<file path="config.mk">
export PLATFORM = sky130hd
export DESIGN_NAME = sc_lane_shifter_flat
export DESIGN_NICKNAME = d
export VERILOG_FILES = /design/src/rtl/sc_lane_shifter_pkg.sv /design/src/rtl/sc_lane_shifter_if.sv /design/src/rtl/sc_lane_shifter_downcounter.sv /design/src/rtl/sc_lane_shifter.sv /design/src/flat_wrapper.sv
export SDC_FILE = /design/constraint.sdc
export NUM_CORES = 1
export LEC_CHECK = 0
export BUFFER_PORTS_ARGS = -buffer_cell sky130_fd_sc_hd__buf_2
export CAP_MARGIN = 10
export CORE_ASPECT_RATIO = 0.5
export CORE_MARGIN = 2
export CORE_UTILIZATION = 43
export CTS_CLUSTER_SIZE = 16
export DETAILED_ROUTE_END_ITERATION = 12
export PLACE_DENSITY_LB_ADDON = 0.05
export SLEW_MARGIN = 20
export SYNTH_ARGS = -nofsm -noshare
export SYNTH_HDL_FRONTEND = slang
export SYNTH_SLANG_ARGS = --single-unit
export TNS_END_PERCENT = 5
</file>
<file path="constraint.sdc">
create_clock -name sc_lane_shifter_CLOCK_50 -period 2.75 [get_ports sc_lane_shifter_CLOCK_50]
set_clock_uncertainty 0.15 [all_clocks]
set_input_delay 0.55 -clock sc_lane_shifter_CLOCK_50 [delete_from_list [all_inputs] [get_ports sc_lane_shifter_CLOCK_50]]
set_output_delay 0.55 -clock sc_lane_shifter_CLOCK_50 [all_outputs]
set_load 0.05 [all_outputs]
</file>
<file path="src/rtl/sc_lane_shifter_pkg.sv">
// Shared game-wide encodings for the lane shifter: FSM states, direction codes
// and the counter sizing helper.
package sc_game_pkg;

   typedef enum logic [1:0] {
      ST_IDLE  = 2'b00,
      ST_RUN   = 2'b01,
      ST_CRASH = 2'b10
   } laneState_t;

   localparam logic [1:0] DIR_HOLD  = 2'b00;
   localparam logic [1:0] DIR_LEFT  = 2'b01;
   localparam logic [1:0] DIR_RIGHT = 2'b10;

   // Bits needed to hold (max(a, b) - 1), never less than one bit.
   function automatic int cntWidth(input int a, input int b);
      int m;
      int w;
      m = (a > b) ? a : b;
      w = $clog2(m);
      return (w < 1) ? 1 : w;
   endfunction

endpackage

</file>
<file path="src/rtl/sc_lane_shifter_if.sv">
// Control inputs and lane/status outputs of the player lane shifter.
// The game logic side is the master; the shifter is the slave.
interface sc_lane_shifter_if #(
   parameter int WIDTH = 8
);

   logic             sc_lane_shifter_load_InLow;
   logic [1:0]       sc_lane_shifter_shiftselection_In;
   logic             sc_lane_shifter_tick_In;
   logic             sc_lane_shifter_crash_In;
   logic [WIDTH-1:0] sc_lane_shifter_data_OutBUS;
   logic             sc_lane_shifter_visible_Out;
   logic [1:0]       sc_lane_shifter_state_Out;
   logic             sc_lane_shifter_atbound_Out;

   modport master (
      output sc_lane_shifter_load_InLow,
      output sc_lane_shifter_shiftselection_In,
      output sc_lane_shifter_tick_In,
      output sc_lane_shifter_crash_In,
      input  sc_lane_shifter_data_OutBUS,
      input  sc_lane_shifter_visible_Out,
      input  sc_lane_shifter_state_Out,
      input  sc_lane_shifter_atbound_Out
   );

   modport slave (
      input  sc_lane_shifter_load_InLow,
      input  sc_lane_shifter_shiftselection_In,
      input  sc_lane_shifter_tick_In,
      input  sc_lane_shifter_crash_In,
      output sc_lane_shifter_data_OutBUS,
      output sc_lane_shifter_visible_Out,
      output sc_lane_shifter_state_Out,
      output sc_lane_shifter_atbound_Out
   );

endinterface

</file>
<file path="src/rtl/sc_lane_shifter_downcounter.sv">
// Loadable down-counter that decrements only when enabled by the frame tick
// and saturates at zero; clear beats load, which beats decrement.
module sc_tick_downcounter #(
   parameter int CNT_W = 3
) (
   input  logic             SC_RegSHIFTER_P1_CLOCK_50,
   input  logic             SC_RegSHIFTER_P1_RESET_InHigh,
   input  logic             clear,
   input  logic             load,
   input  logic [CNT_W-1:0] loadValue,
   input  logic             dec,
   output logic             isZero
);

   logic [CNT_W-1:0] count;

   always_ff @(posedge SC_RegSHIFTER_P1_CLOCK_50 or posedge SC_RegSHIFTER_P1_RESET_InHigh) begin
      if (SC_RegSHIFTER_P1_RESET_InHigh) begin
         count <= '0;
      end else if (clear) begin
         count <= '0;
      end else if (load) begin
         count <= loadValue;
      end else if (dec && (count != '0)) begin
         count <= count - 1'b1;
      end
   end

   assign isZero = (count == '0);

endmodule

</file>
<file path="src/rtl/sc_lane_shifter.sv">
// One-hot player lane register with bounded, tick-paced moves, hold-to-repeat,
// and a crash/respawn sequence that blinks the car.
module sc_lane_shifter
   import sc_game_pkg::*;
#(
   parameter int WIDTH        = 8,
   parameter int LANE_MIN     = 4,
   parameter int LANE_MAX     = 7,
   parameter int START_LANE   = 5,
   parameter int REPEAT_TICKS = 4,
   parameter int CRASH_TICKS  = 8
) (
   input logic               sc_lane_shifter_CLOCK_50,
   input logic               sc_lane_shifter_RESET_InHigh,
   sc_lane_shifter_if.slave  bus
);

   localparam int               CNT_W         = cntWidth(REPEAT_TICKS, CRASH_TICKS);
   localparam logic [CNT_W-1:0] REPEAT_RELOAD = CNT_W'(REPEAT_TICKS - 1);
   localparam logic [CNT_W-1:0] CRASH_RELOAD  = CNT_W'(CRASH_TICKS - 1);
   localparam logic [WIDTH-1:0] START_POS     = {{(WIDTH-1){1'b0}}, 1'b1} << START_LANE;

   logic             loadN;
   logic [1:0]       dirSel;
   logic             tick;
   logic             crash;

   laneState_t       state;
   logic [WIDTH-1:0] lanePos;
   logic             visible;
   logic [1:0]       lastDir;

   logic             isDir;
   logic             atLimit;
   logic [WIDTH-1:0] movedPos;
   logic             takeMove;
   logic             repClear;
   logic             repLoad;
   logic             repDec;
   logic             repZero;
   logic             crashClear;
   logic             crashLoad;
   logic             crashDec;
   logic             crashZero;

   assign loadN  = bus.sc_lane_shifter_load_InLow;
   assign dirSel = bus.sc_lane_shifter_shiftselection_In;
   assign tick   = bus.sc_lane_shifter_tick_In;
   assign crash  = bus.sc_lane_shifter_crash_In;

   // Counter control and move decision; priority is load > crash > tick work.
   always_comb begin
      isDir      = (dirSel == DIR_LEFT) || (dirSel == DIR_RIGHT);
      atLimit    = (dirSel == DIR_LEFT) ? lanePos[LANE_MAX] : lanePos[LANE_MIN];
      movedPos   = (dirSel == DIR_LEFT) ? (lanePos << 1) : (lanePos >> 1);
      takeMove   = 1'b0;
      repClear   = 1'b0;
      repLoad    = 1'b0;
      repDec     = 1'b0;
      crashClear = 1'b0;
      crashLoad  = 1'b0;
      crashDec   = 1'b0;
      if (!loadN) begin
         repClear   = 1'b1;
         crashClear = 1'b1;
      end else begin
         case (state)
            ST_RUN: begin
               if (crash) begin
                  repClear  = 1'b1;
                  crashLoad = 1'b1;
               end else if (tick) begin
                  if (!isDir) begin
                     repClear = 1'b1;
                  end else if ((dirSel != lastDir) || repZero) begin
                     takeMove = 1'b1;
                     repLoad  = 1'b1;
                  end else begin
                     repDec = 1'b1;
                  end
               end
            end
            ST_CRASH: begin
               if (tick) begin
                  if (crashZero) begin
                     crashClear = 1'b1;
                     repClear   = 1'b1;
                  end else begin
                     crashDec = 1'b1;
                  end
               end
            end
            default: begin
            end
         endcase
      end
   end

   // Main FSM; a clamped move still counts as a move for repeat pacing.
   always_ff @(posedge sc_lane_shifter_CLOCK_50 or posedge sc_lane_shifter_RESET_InHigh) begin
      if (sc_lane_shifter_RESET_InHigh) begin
         state   <= ST_IDLE;
         lanePos <= '0;
         visible <= 1'b0;
         lastDir <= DIR_HOLD;
      end else if (!loadN) begin
         state   <= ST_RUN;
         lanePos <= START_POS;
         visible <= 1'b1;
         lastDir <= DIR_HOLD;
      end else begin
         case (state)
            ST_RUN: begin
               if (crash) begin
                  state   <= ST_CRASH;
                  visible <= 1'b0;
               end else if (tick) begin
                  lastDir <= isDir ? dirSel : DIR_HOLD;
                  if (takeMove && !atLimit) begin
                     lanePos <= movedPos;
                  end
               end
            end
            ST_CRASH: begin
               if (tick) begin
                  if (crashZero) begin
                     state   <= ST_RUN;
                     lanePos <= START_POS;
                     visible <= 1'b1;
                     lastDir <= DIR_HOLD;
                  end else begin
                     visible <= ~visible;
                  end
               end
            end
            ST_IDLE: begin
            end
            default: begin
               state   <= ST_IDLE;
               lanePos <= '0;
               visible <= 1'b0;
            end
         endcase
      end
   end

   sc_tick_downcounter #(.CNT_W(CNT_W)) repeatCounter (
      .SC_RegSHIFTER_P1_CLOCK_50     (sc_lane_shifter_CLOCK_50),
      .SC_RegSHIFTER_P1_RESET_InHigh (sc_lane_shifter_RESET_InHigh),
      .clear                         (repClear),
      .load                          (repLoad),
      .loadValue                     (REPEAT_RELOAD),
      .dec                           (repDec),
      .isZero                        (repZero)
   );

   sc_tick_downcounter #(.CNT_W(CNT_W)) crashCounter (
      .SC_RegSHIFTER_P1_CLOCK_50     (sc_lane_shifter_CLOCK_50),
      .SC_RegSHIFTER_P1_RESET_InHigh (sc_lane_shifter_RESET_InHigh),
      .clear                         (crashClear),
      .load                          (crashLoad),
      .loadValue                     (CRASH_RELOAD),
      .dec                           (crashDec),
      .isZero                        (crashZero)
   );

   assign bus.sc_lane_shifter_data_OutBUS = lanePos;
   assign bus.sc_lane_shifter_visible_Out = visible;
   assign bus.sc_lane_shifter_state_Out   = state;
   assign bus.sc_lane_shifter_atbound_Out = lanePos[LANE_MIN] | lanePos[LANE_MAX];

endmodule

</file>
<file path="src/flat_wrapper.sv">
// flat-port wrapper written by rule: the top's interface ports become plain ports
module sc_lane_shifter_flat import sc_game_pkg::*;
#(
   parameter int WIDTH        = 8,
   parameter int LANE_MIN     = 4,
   parameter int LANE_MAX     = 7,
   parameter int START_LANE   = 5,
   parameter int REPEAT_TICKS = 4,
   parameter int CRASH_TICKS  = 8
)
  (sc_lane_shifter_CLOCK_50, sc_lane_shifter_RESET_InHigh, bus_sc_lane_shifter_load_InLow, bus_sc_lane_shifter_shiftselection_In, bus_sc_lane_shifter_tick_In, bus_sc_lane_shifter_crash_In, bus_sc_lane_shifter_data_OutBUS, bus_sc_lane_shifter_visible_Out, bus_sc_lane_shifter_state_Out, bus_sc_lane_shifter_atbound_Out);
  sc_lane_shifter_if #(.WIDTH(WIDTH)) bus_i ();
  input logic sc_lane_shifter_CLOCK_50;
  input logic sc_lane_shifter_RESET_InHigh;
  input wire logic [$bits(bus_i.sc_lane_shifter_load_InLow)-1:0] bus_sc_lane_shifter_load_InLow;
  input wire logic [$bits(bus_i.sc_lane_shifter_shiftselection_In)-1:0] bus_sc_lane_shifter_shiftselection_In;
  input wire logic [$bits(bus_i.sc_lane_shifter_tick_In)-1:0] bus_sc_lane_shifter_tick_In;
  input wire logic [$bits(bus_i.sc_lane_shifter_crash_In)-1:0] bus_sc_lane_shifter_crash_In;
  output wire logic [$bits(bus_i.sc_lane_shifter_data_OutBUS)-1:0] bus_sc_lane_shifter_data_OutBUS;
  output wire logic [$bits(bus_i.sc_lane_shifter_visible_Out)-1:0] bus_sc_lane_shifter_visible_Out;
  output wire logic [$bits(bus_i.sc_lane_shifter_state_Out)-1:0] bus_sc_lane_shifter_state_Out;
  output wire logic [$bits(bus_i.sc_lane_shifter_atbound_Out)-1:0] bus_sc_lane_shifter_atbound_Out;
  assign bus_i.sc_lane_shifter_load_InLow = bus_sc_lane_shifter_load_InLow;
  assign bus_i.sc_lane_shifter_shiftselection_In = bus_sc_lane_shifter_shiftselection_In;
  assign bus_i.sc_lane_shifter_tick_In = bus_sc_lane_shifter_tick_In;
  assign bus_i.sc_lane_shifter_crash_In = bus_sc_lane_shifter_crash_In;
  assign bus_sc_lane_shifter_data_OutBUS = bus_i.sc_lane_shifter_data_OutBUS;
  assign bus_sc_lane_shifter_visible_Out = bus_i.sc_lane_shifter_visible_Out;
  assign bus_sc_lane_shifter_state_Out = bus_i.sc_lane_shifter_state_Out;
  assign bus_sc_lane_shifter_atbound_Out = bus_i.sc_lane_shifter_atbound_Out;
  sc_lane_shifter #(.WIDTH(WIDTH), .LANE_MIN(LANE_MIN), .LANE_MAX(LANE_MAX), .START_LANE(START_LANE), .REPEAT_TICKS(REPEAT_TICKS), .CRASH_TICKS(CRASH_TICKS)) u_core (.sc_lane_shifter_CLOCK_50(sc_lane_shifter_CLOCK_50), .sc_lane_shifter_RESET_InHigh(sc_lane_shifter_RESET_InHigh), .bus(bus_i));
endmodule
</file>
==> flow_summary.toml, run 1 <==
[sta]
worst_slew_pin_slew_ns = 0.764
final_setup_slack_of_the_worst_path_ns = 0.476
setup_repair_after_global_routing_missed_its_margin = "no"
finalCritPeriodShare_pct = 82.7
fin_worst_hold_slack_ns = 0.265
slew_headroom_pct = 49.0
final-hold-violation-count = 0
clock.fmax_ghz = 0.440
post_layout_minimum_cycle_time_ns = 2.27
finalSetupViolCount = 0
finalSetupTns_ns = 0
max_slew_violations = 0

[synthesis]
synth_largest_type_area_fraction_pct = 37.8
synthCells = 124
synth.distinct_cells = 36
asyncSetResetFlopFracSynth_pct = 100
postSynth.topFlopCell = "dfrtp_1"
syn-num-nets = 142
synth_seq_cells = 19
yosys.cell_count.top_type = "dfrtp_1"
synth_edf_count = 0
cell_taking_the_most_area_after_synthesis = "dfrtp_1"
ys.warnings.count = 0
post_synth_design_cell_area_um2 = 1260
most_frequent_cells_after_synthesis = "19 x dfrtp_1, 12 x a21oi_1, 11 x ha_1, 11 x inv_1, 10 x mux2_2"
dominant_cells_by_area_after_synthesis = "dfrtp_1 38%, ha_1 11%, mux2_2 9.0%, a21oi_1 4.8%, inv_1 3.3%"
seq_area_frac_synth_pct = 37.8
synth_area_per_cell_um2 = 10.1

[floorplanning]
die_y_um = 42.2
fp.dieW_um = 80.4
design.portCount = 19
core_box_area_um2 = 2680
total_die_area_um2 = 3400
fp-row-count = 13
initial_core_utilization_pct = 46.8

[setup_path]
timing.critical_path.required_ns = 2.75
worst-path-max-fanout = 8
timing.critical_path.arrival_ns = 2.27
worst_path_cell_chain = "inv_1 -> ha_1 -> nand2_2 -> nor3_4 -> a41o_2 -> nand4_4 -> mux2_2"
timing_worst_setup_path_type = "reg2reg"
setup.worst_path.start_class = "flip-flop"
crit_path_end_kind = "flip-flop"
timing.critical_path.slowest_stage_cell = "dfrtp_1"
worst_path_largest_cell_delay_ns = 0.39
worst_path_dominant_cell_family = "simple AND/OR/NAND/NOR gates"
critical_path_buf_inv_count = 1

[global_routing]
grt_use_total_pct = 16.7
first_pass_grt_wire_length_um = 4280
grt_max_degree = 20
met2_track_demand_over_resource_in_global_routing_pct = 24.0
gr-total-overflow = 0
global_route.usage.met3_pct = 5.82
grt_busiest_layer = "met2"
grt_antenna_before_repair = 0
groute.layer.met1.usage_pct = 23.9
first_global_vias = 905

[pwr]
combPwrFrac_pct = 51.6
power.switching_fraction_pct = 45.1
power_per_cell_area_nw_per_um2 = 857
power.static_leakage_nw = 0.693
max-vdd-ir-drop_mv = 0.386
clockPowerShare_pct = 16.5
seqPwrFrac_pct = 31.9
switching_power_mw = 0.547
p_int_mw = 0.666

[layout]
utilization_pct = 52.7
relative_area_change_from_synthesis_to_final_layout_pct = 12.6
antenna-diode-count = 0
final_layout_size_suffix_gt1_share_pct = 28.5
layout.nets = 163
n_fill_cell = 268

[clock_tree]
cts_inserted_buffers = 3
cts_setup_buffers = 0
clock_tree.buffer_depth = 2
clock_sink_count = 19
postCtsHoldBufs = 0
cts.root.buffer_cell = "clkbuf_8"
clock_insertion_delay_worst_skew_ns = 0.26
ctsResizeCount = 0
cts_tree = "built"
clk_pin_slew_worst_paths_ns = 0.07
h-tree-depth = 1

[place]
place.gp.congestion = 0.840
place_hpwl_um = 1850
port_buffers = 18
pre_cts_ws_ns = 0.300

[route]
routed_vias = 934
count_of_antenna_violating_nets_left_after_detailed_routing = 0
totalWireLength_um = 2430
drt_drc_violations_left = 0
avgRoutedWirePerCell_um = 13.4
via_per_inst = 5.16
drt_first_pass_iters = 4
detail_route.iter0.violations = 23

[flow_run]
max-cap-violations = 0

[worst_hold_path]
hp-class = "in2async"

[status]
outcome = "completed"
[cell usage in the layout (no fill, tap or decap), drive strengths merged, types with 2 or more instances in the layout]
cell and instances:
a41o 2, nor2 8, clkbuf 4, nor2b 2, a21oi 12, mux2i 4, ha 11, inv 11
dfrtp 19, nand3 4, buf 18, mux2 10, xnor2 3, or2b 3, a22o 2, o22a 2
nor3 2, o21ai 2, nand2 10, a21o 2
[power by group through the flow]
stage / combinational, mW / clock [mW] / sequential, mW
after floorplan: 0.380 / 0 / 0.511
after global placement: 0.630 / 0 / 0.392
after detailed placement: 0.631 / 0 / 0.393
after CTS: 0.632 / 0.206 / 0.387
after global routing: 0.684 / 0.220 / 0.397
final: 0.626 / 0.200 / 0.387
[cell type report]
cell class	instances	area, um^2	area share [%]
Inverter	11	41.3	2.92
Clock buffer	4	45.0	3.18
Sequential cell	19	475	33.6
Multi-Input combinational cell	92	717	50.7
Timing Repair Buffer	18	90.1	6.37
Tap cell	37	46.3	3.27
[sequential cells by signal (all words and copies together) (netlist names)]
name and flops:
u_core.lastDir 2, u_core.repeatCounter.count 3, u_core.bus.sc_lane_shifter_visible_Out 1, u_core.bus.sc_lane_shifter_state_Out 2, u_core.bus.sc_lane_shifter_data_OutBUS 8, u_core.crashCounter.count 3
[worst paths after layout]
check / startpoint / endpoint / slack (ns) / depth (start not counted)
hold reg to reg: u_core.repeatCounter.count[0]$_DFFE_PP0P_ / u_core.repeatCounter.count[0]$_DFFE_PP0P_ / 0.33 / 1
hold / removal: sc_lane_shifter_RESET_InHigh / u_core.lastDir[0]$_DFFE_PP0P_ / 0.26 / 2
min in group sc_lane_shifter_CLOCK_50: u_core.repeatCounter.count[0]$_DFFE_PP0P_ / u_core.repeatCounter.count[0]$_DFFE_PP0P_ / 0.33 / 1
setup reg to reg: u_core.bus.sc_lane_shifter_state_Out[1]$_DFFE_PP0P_ / u_core.bus.sc_lane_shifter_data_OutBUS[5]$_DFFE_PP0P_ / 0.48 / 7
setup / recovery: u_core.bus.sc_lane_shifter_state_Out[1]$_DFFE_PP0P_ / u_core.bus.sc_lane_shifter_data_OutBUS[5]$_DFFE_PP0P_ / 0.48 / 7
max in group asynchronous: sc_lane_shifter_RESET_InHigh / u_core.bus.sc_lane_shifter_state_Out[1]$_DFFE_PP0P_ / 1.71 / 2
[through the flow]
step,total power [mW],cell area [um^2],std cells
2_1_floorplan,0.892,1260,124
4_1_cts,1.23,1420,181
3_3_place_gp,1.02,1370,177
5_1_grt,1.30,1420,181
3_5_place_dp,1.02,1370,177
6_report,1.21,1420,181
[kinds of logic after synthesis]
logic type,synth area share (%)
AOI/OAI and AO/OA,14.9
xor gates and xnor gates,2.09
adders and majority gates,11.0
buffers and inverters,5.08
DFF,37.8
muxes,12.2
and+or+nand+nor,16.9
[per-layer routing]
metal  vias up  wire, um
li1        476         -
met1       442      1360
met2        14       942
met3         2       105
met4         0        19
met5         -         0
No activity file was read; power rests on OpenSTA's default activity.
==> inputs of run 2 (changes only) <==
clock period = 2.3 ns   (was 2.75 ns; I/O delays follow)
==> run 2 against run 1 <==
Effect of this change: global-route usage fell by 0.27 points; design area up 3.8%; via count is 4.1% higher; sequential cell count stayed put; final cell count increased by 3.9%; critical endpoint is now u_core.bus.sc_lane_shifter_data_OutBUS[2]$_DFFE_PP0P_.
==> flow_summary.toml, run 2 (synthesized netlist as in run 1, its figures left out) <==
[route]
totalWireLength_um = 2470
detail_route.iter0.violations = 25
routed_vias = 972
drt_first_pass_iters = 4
count_of_antenna_violating_nets_left_after_detailed_routing = 0
avgRoutedWirePerCell_um = 13.1
via_per_inst = 5.17
drt_drc_violations_left = 0

[setup_path]
critical_path.startpoint = "u_core.bus.sc_lane_shifter_state_Out[0]$_DFFE_PP0P_"
timing_worst_setup_path_type = "reg2reg"
setup.worst_path.start_class = "flip-flop"
crit_path_end_kind = "flip-flop"
ff2ff_path_depth = 7
timing.critical_path.arrival_ns = 2.05
worst-path-max-fanout = 8
crit-reg2reg-capture = "u_core.bus.sc_lane_shifter_data_OutBUS[2]$_DFFE_PP0P_"
last_element_of_the_critical_path = "u_core.bus.sc_lane_shifter_data_OutBUS[2]$_DFFE_PP0P_"
timing.critical_path.required_ns = 2.29
timing.rr.start = "u_core.bus.sc_lane_shifter_state_Out[0]$_DFFE_PP0P_"
ff2ff_setup_slack_ns = 0.24

[sta]
final-hold-violation-count = 0
post_layout_minimum_cycle_time_ns = 2.06
finalCritPeriodShare_pct = 89.5
max_slew_violations = 0
clock.fmax_ghz = 0.486
worst_slew_pin_slew_ns = 0.527
finalSetupViolCount = 0
final_setup_slack_of_the_worst_path_ns = 0.242
slew_headroom_pct = 64.4
setup_repair_after_global_routing_missed_its_margin = "no"

[clock_tree]
cts_inserted_buffers = 3
cts_setup_buffers = 0
ctsResizeCount = 0
postCtsHoldBufs = 0
h-tree-depth = 1
cts.root.buffer_cell = "clkbuf_8"
clock_tree.buffer_depth = 2
clock_sink_count = 19
clock_insertion_delay_worst_skew_ns = 0.25
cts_tree = "built"
clk_pin_slew_worst_paths_ns = 0.07

[layout]
antenna-diode-count = 0
relative_area_change_from_synthesis_to_final_layout_pct = 16.9
layout_common_cells = "18 x buf_2, 18 x dfrtp_1, 12 x a21oi_1, 11 x inv_1, 11 x ha_1"
final_layout_size_suffix_gt1_share_pct = 32.5
utilization_pct = 54.7
largest_reg_flops = 8
layout_cell_area_excl_fill_um2 = 1470
layout.nets = 170

[floorplanning]
total_die_area_um2 = 3400
design.portCount = 19
fp-row-count = 13
die_y_um = 42.2
initial_core_utilization_pct = 46.8
core_box_area_um2 = 2680
fp.dieW_um = 80.4

[place]
placement.cell_area_um2 = 1420
place_hpwl_um = 1950
pre_cts_ws_ns = 0.0753
port_buffers = 18
place.gp.congestion = 0.813

[global_routing]
first_global_vias = 856
gr-total-overflow = 0
grt_use_total_pct = 16.4
grt_max_degree = 14
grt_antenna_before_repair = 0
first_pass_grt_wire_length_um = 4240

[status]
outcome = "completed"

[pwr]
power.static_leakage_nw = 0.726
report.power.total_mw = 1.48
power_per_cell_area_nw_per_um2 = 1010
max-vdd-ir-drop_mv = 0.472

[flow_run]
max-cap-violations = 0

[worst_hold_path]
hp-class = "in2async"
-- run 2: stage by stage --
stage / cells / hold WS, ns / TNS, ns
global placement: 184 / 0.316 / 0
CTS: 188 / 0.0985 / 0
floorplan: 124 / 0.261 / -0.111
finish: 188 / 0.0732 / 0
global route: 188 / 0.132 / 0
detailed placement: 184 / 0.318 / 0
-- run 2: final cells by class --
cell class,count,area [um^2]
fill,250,1210
multi-input combinational,92,717
sequential,19,477
timing repair buffer,25,143
tap,37,46.3
clock buffer,4,45.0
inverter,11,41.3
-- run 2: worst min path at each step --
stage,startpoint,end,slack (ns),depth (start not counted)
CTS,sc_lane_shifter_RESET_InHigh,u_core.lastDir[0]$_DFFE_PP0P_,0.1,2
global placement,u_core.repeatCounter.count[0]$_DFFE_PP0P_,u_core.repeatCounter.count[0]$_DFFE_PP0P_,0.32,1
finish,sc_lane_shifter_RESET_InHigh,u_core.lastDir[0]$_DFFE_PP0P_,0.07,2
detailed placement,u_core.repeatCounter.count[0]$_DFFE_PP0P_,u_core.repeatCounter.count[0]$_DFFE_PP0P_,0.32,1
floorplan,sc_lane_shifter_RESET_InHigh,u_core.bus.sc_lane_shifter_data_OutBUS[0]$_DFFE_PP0P_,0.26,1
global route,sc_lane_shifter_RESET_InHigh,u_core.lastDir[0]$_DFFE_PP0P_,0.13,2
-- run 2: layer usage --
metal / global-route usage [%] / wire (um) / vias up
met2: 20.5 / 952 / 22
li1: - / - / 490
met5: 0 / 0 / -
met1: 27.1 / 1390 / 458
met3: 4.53 / 111 / 2
met4: 3.05 / 8 / 0
-- run 2: report_power, final --
group	total [mW]	switching, mW	internal (mW)
Sequential	0.472	0.0640	0.408
Combinational	0.776	0.485	0.291
Clock	0.231	0.108	0.123
-- run 2: worst max-delay path: stages, from the launching register on --
cell,delay [ns]
dfrtp_2,0.41
inv_1,0.07
ha_1,0.29
and2b_2,0.24
a21o_2,0.18
nand2_1,0.11
nand4_4,0.17
mux2_2,0.32
